**src/rtl/noc_params.sv**
```systemverilog
// Shared NoC types and sizes: flit formats, output-port encoding, VC and
// mesh coordinate widths.
package noc_params;

   localparam int MESH_SIZE_X       = 4;
   localparam int MESH_SIZE_Y       = 4;
   localparam int DEST_ADDR_SIZE_X  = $clog2(MESH_SIZE_X);
   localparam int DEST_ADDR_SIZE_Y  = $clog2(MESH_SIZE_Y);
   localparam int VC_NUM            = 4;
   localparam int VC_SIZE           = $clog2(VC_NUM);
   localparam int FLIT_DATA_SIZE    = 16;
   localparam int HEAD_PAYLOAD_SIZE = FLIT_DATA_SIZE - DEST_ADDR_SIZE_X - DEST_ADDR_SIZE_Y;

   typedef enum logic [1:0] {
      HEAD,
      BODY,
      TAIL,
      HEADTAIL
   } flit_label_t;

   typedef enum logic [2:0] {
      LOCAL,
      NORTH,
      SOUTH,
      WEST,
      EAST
   } port_t;

   // Layout of the data field of a head (or headtail) flit.
   typedef struct packed {
      logic [DEST_ADDR_SIZE_X-1:0]  x_dest;
      logic [DEST_ADDR_SIZE_Y-1:0]  y_dest;
      logic [HEAD_PAYLOAD_SIZE-1:0] head_pl;
   } head_data_t;

   // Flit as stored in an input buffer, before a downstream VC is known.
   typedef struct packed {
      flit_label_t               flit_label;
      logic [FLIT_DATA_SIZE-1:0] data;
   } flit_novc_t;

   // Flit as sent to the crossbar, tagged with the downstream VC.
   typedef struct packed {
      flit_label_t               flit_label;
      logic [VC_SIZE-1:0]        vc_id;
      logic [FLIT_DATA_SIZE-1:0] data;
   } flit_t;

   function automatic head_data_t head_fields(input logic [FLIT_DATA_SIZE-1:0] data);
      return head_data_t'(data);
   endfunction

endpackage

```
**src/rtl/rc_unit.sv**
```systemverilog
// XY dimension-order route computation; purely combinational.
module rc_unit
   import noc_params::*;
#(
   parameter int unsigned X_CURRENT = 0,
   parameter int unsigned Y_CURRENT = 0
) (
   input  logic [DEST_ADDR_SIZE_X-1:0] x_dest_i,
   input  logic [DEST_ADDR_SIZE_Y-1:0] y_dest_i,
   output port_t                       out_port_o
);

   localparam logic [DEST_ADDR_SIZE_X-1:0] X_CUR = DEST_ADDR_SIZE_X'(X_CURRENT);
   localparam logic [DEST_ADDR_SIZE_Y-1:0] Y_CUR = DEST_ADDR_SIZE_Y'(Y_CURRENT);

   // Resolve X first, then Y; only a fully matching destination ejects locally.
   always_comb begin
      out_port_o = LOCAL;
      if (x_dest_i > X_CUR)       out_port_o = EAST;
      else if (x_dest_i < X_CUR)  out_port_o = WEST;
      else if (y_dest_i > Y_CUR)  out_port_o = SOUTH;
      else if (y_dest_i < Y_CUR)  out_port_o = NORTH;
   end

endmodule

```
**src/rtl/input_vc_ctrl.sv**
```systemverilog
// Per-VC input controller: routes the head flit, requests a downstream VC,
// then pops and forwards the packet's flits on switch-allocation grants.
module input_vc_ctrl
   import noc_params::*;
#(
   parameter int unsigned X_CURRENT = 0,
   parameter int unsigned Y_CURRENT = 0
) (
   input  logic               clk,
   input  logic               rst,
   input  flit_novc_t         flit_i,
   input  logic               is_empty_i,
   output logic               read_o,
   output logic               va_request_o,
   output port_t              out_port_o,
   input  logic               vc_valid_i,
   input  logic [VC_SIZE-1:0] vc_new_i,
   output logic               sa_request_o,
   input  logic               sa_grant_i,
   output flit_t              flit_o,
   output logic               flit_valid_o,
   output logic               error_o
);

   typedef enum logic [1:0] {
      IDLE,
      VA,
      ACTIVE
   } state_t;

   state_t             state_q,        state_d;
   port_t              out_port_q,     out_port_d;
   logic [VC_SIZE-1:0] vc_q,           vc_d;
   flit_t              flit_q,         flit_d;
   logic               flit_valid_q,   flit_valid_d;
   logic               error_q,        error_d;
   // Set while the packet's own head flit is still waiting to be forwarded,
   // so only a second HEAD inside a packet counts as a violation.
   logic               head_pending_q, head_pending_d;

   port_t              rc_port;
   head_data_t         head_info;

   assign head_info = head_fields(flit_i.data);

   rc_unit #(
      .X_CURRENT (X_CURRENT),
      .Y_CURRENT (Y_CURRENT)
   ) u_rc_unit (
      .x_dest_i   (head_info.x_dest),
      .y_dest_i   (head_info.y_dest),
      .out_port_o (rc_port)
   );

   // Next-state, latched-field updates and combinational strobes.
   always_comb begin
      // NOTE: every output of this block gets a default first, so no path
      // leaves a signal unassigned and no latch is inferred.
      state_d        = state_q;
      out_port_d     = out_port_q;
      vc_d           = vc_q;
      flit_d         = flit_q;
      head_pending_d = head_pending_q;
      flit_valid_d   = 1'b0;
      error_d        = 1'b0;
      read_o         = 1'b0;
      va_request_o   = 1'b0;
      sa_request_o   = 1'b0;

      unique case (state_q)
         IDLE: begin
            if (!is_empty_i) begin
               if (flit_i.flit_label == HEAD || flit_i.flit_label == HEADTAIL) begin
                  // Head stays in the buffer; it is popped once a VC is held.
                  out_port_d = rc_port;
                  state_d    = VA;
               end else begin
                  // Orphan body/tail flit: drop it and flag the violation.
                  read_o  = 1'b1;
                  error_d = 1'b1;
               end
            end
         end

         VA: begin
            va_request_o = 1'b1;
            if (vc_valid_i) begin
               vc_d           = vc_new_i;
               head_pending_d = 1'b1;
               state_d        = ACTIVE;
            end
         end

         ACTIVE: begin
            sa_request_o = !is_empty_i;
            if (sa_grant_i && !is_empty_i) begin
               read_o         = 1'b1;
               flit_d         = '{flit_label: flit_i.flit_label, vc_id: vc_q, data: flit_i.data};
               flit_valid_d   = 1'b1;
               head_pending_d = 1'b0;
               if (flit_i.flit_label == HEAD && !head_pending_q) error_d = 1'b1;
               if (flit_i.flit_label == TAIL || flit_i.flit_label == HEADTAIL) state_d = IDLE;
            end
         end

         default: state_d = IDLE;
      endcase
   end

   // Control state with synchronous reset.
   always_ff @(posedge clk) begin
      // NOTE: registers take non-blocking assignments so every flop samples
      // the pre-edge values regardless of statement order.
      if (rst) begin
         state_q        <= IDLE;
         out_port_q     <= LOCAL;
         vc_q           <= '0;
         flit_valid_q   <= 1'b0;
         error_q        <= 1'b0;
         head_pending_q <= 1'b0;
      end else begin
         state_q        <= state_d;
         out_port_q     <= out_port_d;
         vc_q           <= vc_d;
         flit_valid_q   <= flit_valid_d;
         error_q        <= error_d;
         head_pending_q <= head_pending_d;
      end
   end

   // Outgoing flit register; contents only matter while flit_valid_o is high.
   always_ff @(posedge clk) begin
      // NOTE: this datapath register is deliberately left out of reset; its
      // qualifier is reset, which is enough and keeps the data flops plain.
      flit_q <= flit_d;
   end

   assign out_port_o   = out_port_q;
   assign flit_o       = flit_q;
   assign flit_valid_o = flit_valid_q;
   assign error_o      = error_q;

endmodule

```
**config.mk**
```make
export PLATFORM = sky130hd
export DESIGN_NAME = input_vc_ctrl
export DESIGN_NICKNAME = d
export VERILOG_FILES = /design/src/rtl/noc_params.sv /design/src/rtl/rc_unit.sv /design/src/rtl/input_vc_ctrl.sv
export SDC_FILE = /design/constraint.sdc
export NUM_CORES = 1
export LEC_CHECK = 0
export BUFFER_PORTS_ARGS = -buffer_cell sky130_fd_sc_hd__buf_2
export CAP_MARGIN = 30
export CORE_ASPECT_RATIO = 1.2
export CORE_MARGIN = 2
export CORE_UTILIZATION = 35
export DETAILED_ROUTE_END_ITERATION = 8
export PLACE_DENSITY = 0.67
export SETUP_SLACK_MARGIN = 0.4
export SLEW_MARGIN = 25
export SYNTH_ARGS = -nofsm -noshare
export SYNTH_HDL_FRONTEND = slang
export SYNTH_SLANG_ARGS = --single-unit
```
**constraint.sdc**
```tcl
create_clock -name clk -period 1.26 [get_ports clk]
set_input_delay 0.063 -clock clk [delete_from_list [all_inputs] [get_ports clk]]
set_output_delay 0.063 -clock clk [all_outputs]
set_load 0.03 [all_outputs]
```
==> flow_summary.toml, run 1 <==
[worst_setup_path]
reg2reg_depth = 6
critical_path_class = "flop to primary output"
worst_ep_required_time_ns = 1.20
ff2ff_setup_slack_ns = 0.10
end_kind = "primary output"
cp.depth = 4
critPathBufInv = 1
cpPeakStageDelay_ns = 0.38
cp-startpoint = "state_q[1]$_SDFFE_PP0P_"
timing.rr.start = "state_q[1]$_SDFFE_PP0P_"
r2r-end = "error_o$_SDFF_PP0_"
cp_cell_sequence = "nor3_2 -> nand2_1 -> nand2_2 -> buf_6"
crit_path_max_fanout = 6
crit_end = "read_o"
critPathArrivalTime_ns = 1.16
critPathSlowestCell = "dfxtp_4"
worst_setup_path_start_kind = "flop"
cp_top_family = "flip-flops"

[finish]
multi_input_area_um2 = 264
fillers = 201
fin_cells = 191
nNetsFinal = 184
area_delta_synth_final_pct = 84.2
final_util_pct = 67.8
final_layout_size_suffix_gt1_share_pct = 52.9
final_cell_area_um2 = 1910
final-seq-area_um2 = 793
diodes = 0

[die]
fp.dieW_um = 53.6
placementRows = 21
core_um2 = 2810
ioPinCount = 53
start_util_pct = 36.8
fp.dieH_um = 63.6
die-area_um2 = 3410

[sta]
skew_ns = 0.00670
hold_violations = 0
fin_crit_ns = 1.22
worstMarginPinSlew_ns = 0.489
timing.final.crit_share_pct = 96.9
finalMaxSlewViolations = 0
max_freq_mhz = 819
final-setup-viol-count = 0
setup_ws_ns = 0.0393
rsz0062_at_grt = "yes"
slew_headroom_pct = 67.0

[yosys]
syn_inst = 69
ys_seq_elements = 29
synth.distinct_cells = 22
syn_area_um2 = 1030
ys_seq_area_share_pct = 75.5
avgSynthCellArea_um2 = 15.0
synth_fp_nets = 97
yosys_warnings = 0

[routing]
vias = 851
wl_per_cell_um = 13.0
wl_um = 2480
drt_iter0_drc = 4
drc = 0
routed_via_density = 4.46
postRouteAntennaNets = 0
first_pass_iters = 4

[power_and_ir_drop]
total_power_uw = 1840
p_leak_uw = 0.000814
pwr_density_cell_nw_per_um2 = 964
ir_drop_mv = 0.861

[clock_tree]
clk_path_buf_depth = 2
cts_tree = "built"
cts_made_buffers = 5
numClockSinks = 29
clk_pin_slew_ns = 0.08
cts_root_buffer = "clkbuf_4"
clk_latency_ns = 0.31
htreeDepth = 2

[place]
place_congestion = 0.691
post-place-ws_ns = 0.0699
numPortBuffers = 51
place_inst = 152
hpwl_um = 1540
postPlaceCellArea_um2 = 1360

[global_routing]
grt_max_degree = 12
grt_pass1_wl_um = 3750
antenna_found_initial = 0
grt_pass1_vias = 882
grt_usage_pct = 15.9
overflow = 0

[hold_path]
hold_class = "primary input to flop"

[outcome]
status = "complete, no violations"

[job]
cap_violations = 0
## cell usage in the layout (no fill, tap or decap), types with 2 or more instances in the layout
cell and instances:
a21oi_1 3, a21oi_2 2, buf_2 24, buf_4 6
buf_6 30, clkbuf_4 5, clkinv_2 2, dfxtp_1 3
dfxtp_2 4, dfxtp_4 2, dlygate4sd3_1 21, edfxtp_1 20
ha_1 3, inv_1 5, inv_8 2, mux2i_1 2
nand2_1 2, nand3b_1 2, nor2_1 7
## worst reg2reg max path, delay by kind of cell (launching register included)
family | cells | cell delay [ns]
flops | 1 | 0.38
buf+inv | 3 | 0.35
simple gates | 2 | 0.28
compound gates | 1 | 0.11
## timing repair
item / 4_1_cts / 5_1_grt
setup buffers: 7 / 2
gates resized for setup: 63 / 5
pin swaps: 8 / 4
hold endpoints to repair: 21 / 0
cloned: 1 / 0
setup endpoints to repair: 55 / 56
hold buffers: 21 / 0
## cells in the mapped netlist
master,number,area [um2]
buf_1,1,3.75
ha_1,3,37.5
mux2i_1,2,20.0
a211oi_1,1,7.51
o211ai_1,1,7.51
nor4_4,1,21.3
o311ai_0,1,8.76
dfxtp_1,9,180
nor3_1,1,5.00
edfxtp_1,20,601
nor2_1,7,26.3
a21oi_1,5,25.0
nand2b_1,1,6.26
nand4bb_1,1,11.3
nand3b_1,2,15.0
inv_1,5,18.8
inv_2,1,3.75
nand2_1,3,11.3
buf_4,1,7.51
nor2b_1,1,6.26
nor3b_1,1,7.51
conb_1,1,3.75
## cell type report
cell class | instances | share of cell area, %
inverters | 6 | 1.58
flip-flops and latches | 29 | 41.6
repair inverters | 1 | 0.591
multi-input cells | 32 | 13.9
clock inverters | 2 | 0.525
repair buffers | 81 | 37.4
well taps | 34 | 2.23
clock buffers | 6 | 2.17
## flip-flops by register name, summed over array words and instances, names as in the netlist
signal / flops
error_o: 1
out_port_o: 2
state_q: 2
flit_o: 20
flit_valid_o: 1
vc_q: 2
head_pending_q: 1
## stage by stage
stage                     hold slack (ns)  TNS [ns]
after detailed placement            0.242         0
after CTS                          0.0409         0
final                              0.0782         0
after floorplan                     0.162         0
after global routing               0.0777   -0.0386
after global placement              0.241         0
## layer usage
metal / vias to the layer above / GRT usage (%) / routed length (um)
li1: 421 / - / -
met1: 386 / 14.9 / 937
met2: 40 / 29.0 / 1320
met3: 4 / 6.87 / 198
met4: 0 / 5.77 / 25
met5: - / 0 / 0
## worst min-delay path by stage
stage                                      end  slack (ns)  cells past startpoint        from
floorplan                  flit_o[0]$_DFFE_PP_        0.16                      0   flit_i[0]
global placement           flit_o[6]$_DFFE_PP_        0.24                      1   flit_i[6]
detailed placement         flit_o[6]$_DFFE_PP_        0.24                      1   flit_i[6]
CTS                    state_q[0]$_SDFFE_PP0P_        0.04                      4  vc_valid_i
global route           state_q[0]$_SDFFE_PP0P_        0.08                      4  vc_valid_i
finish              out_port_o[1]$_SDFFE_PP0P_        0.08                      4  flit_i[14]
## power by group
| part | internal (uW) | total (uW) | switching, uW |
|---|---|---|---|
| clock network | 212 | 501 | 289 |
| logic | 161 | 284 | 123 |
| registers | 1030 | 1050 | 17.5 |
## cell families (layout without fill, tap and decap cells)
| kind of cell | count (synthesis) | after routing | synth area share [%] |
|---|---|---|---|
| fa+ha+maj | 3 | 3 | 3.63 |
| compound gates | 8 | 8 | 4.72 |
| mux | 2 | 2 | 1.93 |
| other cells | 1 | 1 | 0.362 |
| buf+inv | 8 | 96 | 3.26 |
| flops | 29 | 29 | 75.5 |
| simple gates | 18 | 18 | 10.6 |
Note: power is estimated with default switching activity, not from simulation.
==> run 2: changes to the inputs <==
--- a/config.mk
+++ b/config.mk
@@ -8,7 +8,6 @@
 export BUFFER_PORTS_ARGS = -buffer_cell sky130_fd_sc_hd__buf_2
 export CAP_MARGIN = 30
 export CORE_ASPECT_RATIO = 1.2
-export CORE_MARGIN = 2
 export CORE_UTILIZATION = 35
 export DETAILED_ROUTE_END_ITERATION = 8
 export PLACE_DENSITY = 0.67
==> run 2 against run 1 <==
  * Maximum frequency down 2.6%
  * Core utilization is 0.089 points lower
  * Die area is 6.8% lower
  * Highest routed layer unchanged
==> flow_summary.toml, run 2 (synthesis gave the netlist of run 1 again) <==
[routing]
wl_um = 2350
first_pass_iters = 4
drt_iter0_drc = 1
vias = 839
drc = 0
wl_per_cell_um = 12.4
routed_via_density = 4.44
postRouteAntennaNets = 0

[clock_tree]
clk_latency_ns = 0.32
cts_root_buffer = "clkbuf_4"
htreeDepth = 2
cts_tree = "built"
clk_pin_slew_ns = 0.08
clk_path_buf_depth = 2
cts_made_buffers = 5
numClockSinks = 29

[place]
numPortBuffers = 51
hpwl_um = 1390
postPlaceCellArea_um2 = 1360
post-place-ws_ns = 0.0355
place_congestion = 0.786

[worst_setup_path]
critPathArrivalTime_ns = 1.19
reg2reg_depth = 6
cp-startpoint = "state_q[1]$_SDFFE_PP0P_"
crit_path_max_fanout = 7
critical_path_class = "flop to primary output"
timing.rr.start = "state_q[1]$_SDFFE_PP0P_"
worst_setup_path_start_kind = "flop"
end_kind = "primary output"
ff2ff_setup_slack_ns = 0.07
worst_ep_required_time_ns = 1.20
r2r-end = "head_pending_q$_SDFFE_PP0P_"

[sta]
setup_ws_ns = 0.00723
skew_ns = 0.00188
hold_violations = 0
rsz0062_at_grt = "yes"
final-setup-viol-count = 0
fin_crit_ns = 1.25
timing.final.crit_share_pct = 99.4
max_freq_mhz = 798
finalMaxSlewViolations = 0

[power_and_ir_drop]
intPower_uw = 1390
ir_drop_mv = 0.557
pwr-share-clk_pct = 27.3
combinationalPowerShare_pct = 15.2
switching_power_uw = 440
pwr_density_cell_nw_per_um2 = 963
pwr-share-seq_pct = 57.5
p_leak_uw = 0.000806
switching_share_pct = 24.0

[finish]
largest_register_ffs = 20
final_common_cell = "buf_6"
final_cell_area_um2 = 1900
final_layout_size_suffix_gt1_share_pct = 52.9
diodes = 0
fillers = 190
area_delta_synth_final_pct = 83.9
mostFrequentLayoutCells = "buf_6, buf_2, edfxtp_1, dlygate4sd3_1, nor2_1"
nNetsFinal = 182

[die]
die-area_um2 = 3180
fp.dieH_um = 61.6
core_um2 = 2810
start_util_pct = 36.8
fp.dieW_um = 51.6
ioPinCount = 53
placementRows = 21

[global_routing]
grt_usage_pct = 16.6
antenna_found_initial = 0
grt_pass1_wl_um = 3580
grt_pass1_vias = 835
grt_max_degree = 12
overflow = 0

[hold_path]
whs_endpoint = "error_o$_SDFF_PP0_"
hold_class = "primary input to flop"
hold_path_depth = 2
hp-start = "rst"

[job]
cap_violations = 0

[outcome]
status = "complete, no violations"
## run 2: changes by cell type in the layout (fill, tap and decap cells not counted)
cell,previous run,this run
nor2_2,0,1
inv_12,0,1
clkinv_8,0,1
inv_8,2,0
nor2_1,7,6
buf_8,0,1
dlygate4sd3_1,21,20
buf_4,6,5
clkinv_2,2,1
buf_6,30,29
clkinv_1,0,2
clkbuf_1,1,0
## run 2: how the worst max path moves through the flow
stage,endpoint,slack (ns),depth (start not counted)
2_1_floorplan,flit_o[0]$_DFFE_PP_,0.22,2
3_3_place_gp,out_port_o[2]$_SDFFE_PP0P_,0.13,6
3_5_place_dp,out_port_o[2]$_SDFFE_PP0P_,0.04,6
4_1_cts,read_o,0.04,3
5_1_grt,read_o,-0.07,4
6_report,read_o,0.007,4
## run 2: power by group through the flow
| stage | clock (uW) | sequential (uW) | combinational (uW) |
|---|---|---|---|
| final | 501 | 1050 | 278 |
| after global routing | 566 | 1060 | 298 |
| after CTS | 517 | 1050 | 262 |
| after detailed placement | 0 | 1070 | 169 |
| after global placement | 0 | 1070 | 164 |
| after floorplan | 0 | 1090 | 77.9 |
## run 2: area by class of cell
| cell class | count | area (um2) | area share [%] |
|---|---|---|---|
| clock buffers | 5 | 37.5 | 1.97 |
| clock inverters | 3 | 12.5 | 0.657 |
| inverters | 6 | 35.0 | 1.84 |
| multi-input cells | 32 | 267 | 14.0 |
| flip-flops and latches | 29 | 793 | 41.7 |
| well taps | 34 | 42.5 | 2.24 |
| repair buffers | 79 | 699 | 36.8 |
| repair inverters | 1 | 16.3 | 0.855 |
## run 2: routing by layer
metal	up-vias	wire [um]	GRT usage, %	share of wire, %
met3	4	190	5.43	8.1
met4	0	30	11.6	1.3
li1	416	-	-	-
met1	381	870	16.2	37
met2	38	1260	29.9	54
met5	-	0	0	0
## run 2: critical path, stage by stage (launching register included)
cell and delay [ns]:
dfxtp_4 0.38, nor3_2 0.17, nand2_1 0.11, nand2_2 0.08, buf_6 0.12
## run 2: repair_timing
item                                    4_1_cts  5_1_grt
endpoints found under the setup margin       55       56
hold endpoints to repair                     20        0
setup buffers                                 7        1
pin swaps                                     7        4
hold buffers                                 20        0
gates cloned                                  1        0
gates resized for setup                      62        9
## run 2: metrics by stage
step / hold slack [ns] / instances / setup TNS, ns / utilization, % / total power [uW]
global route: 0.00670 / 189 / -0.0676 / 67.7 / 1920
detailed placement: 0.241 / 152 / 0 / 48.5 / 1240
global placement: 0.240 / 152 / 0 / 48.5 / 1230
finish: 0.0140 / 189 / 0 / 67.7 / 1830
floorplan: 0.162 / 69 / 0 / - / 1170
CTS: 0.00121 / 188 / 0 / 66.3 / 1830
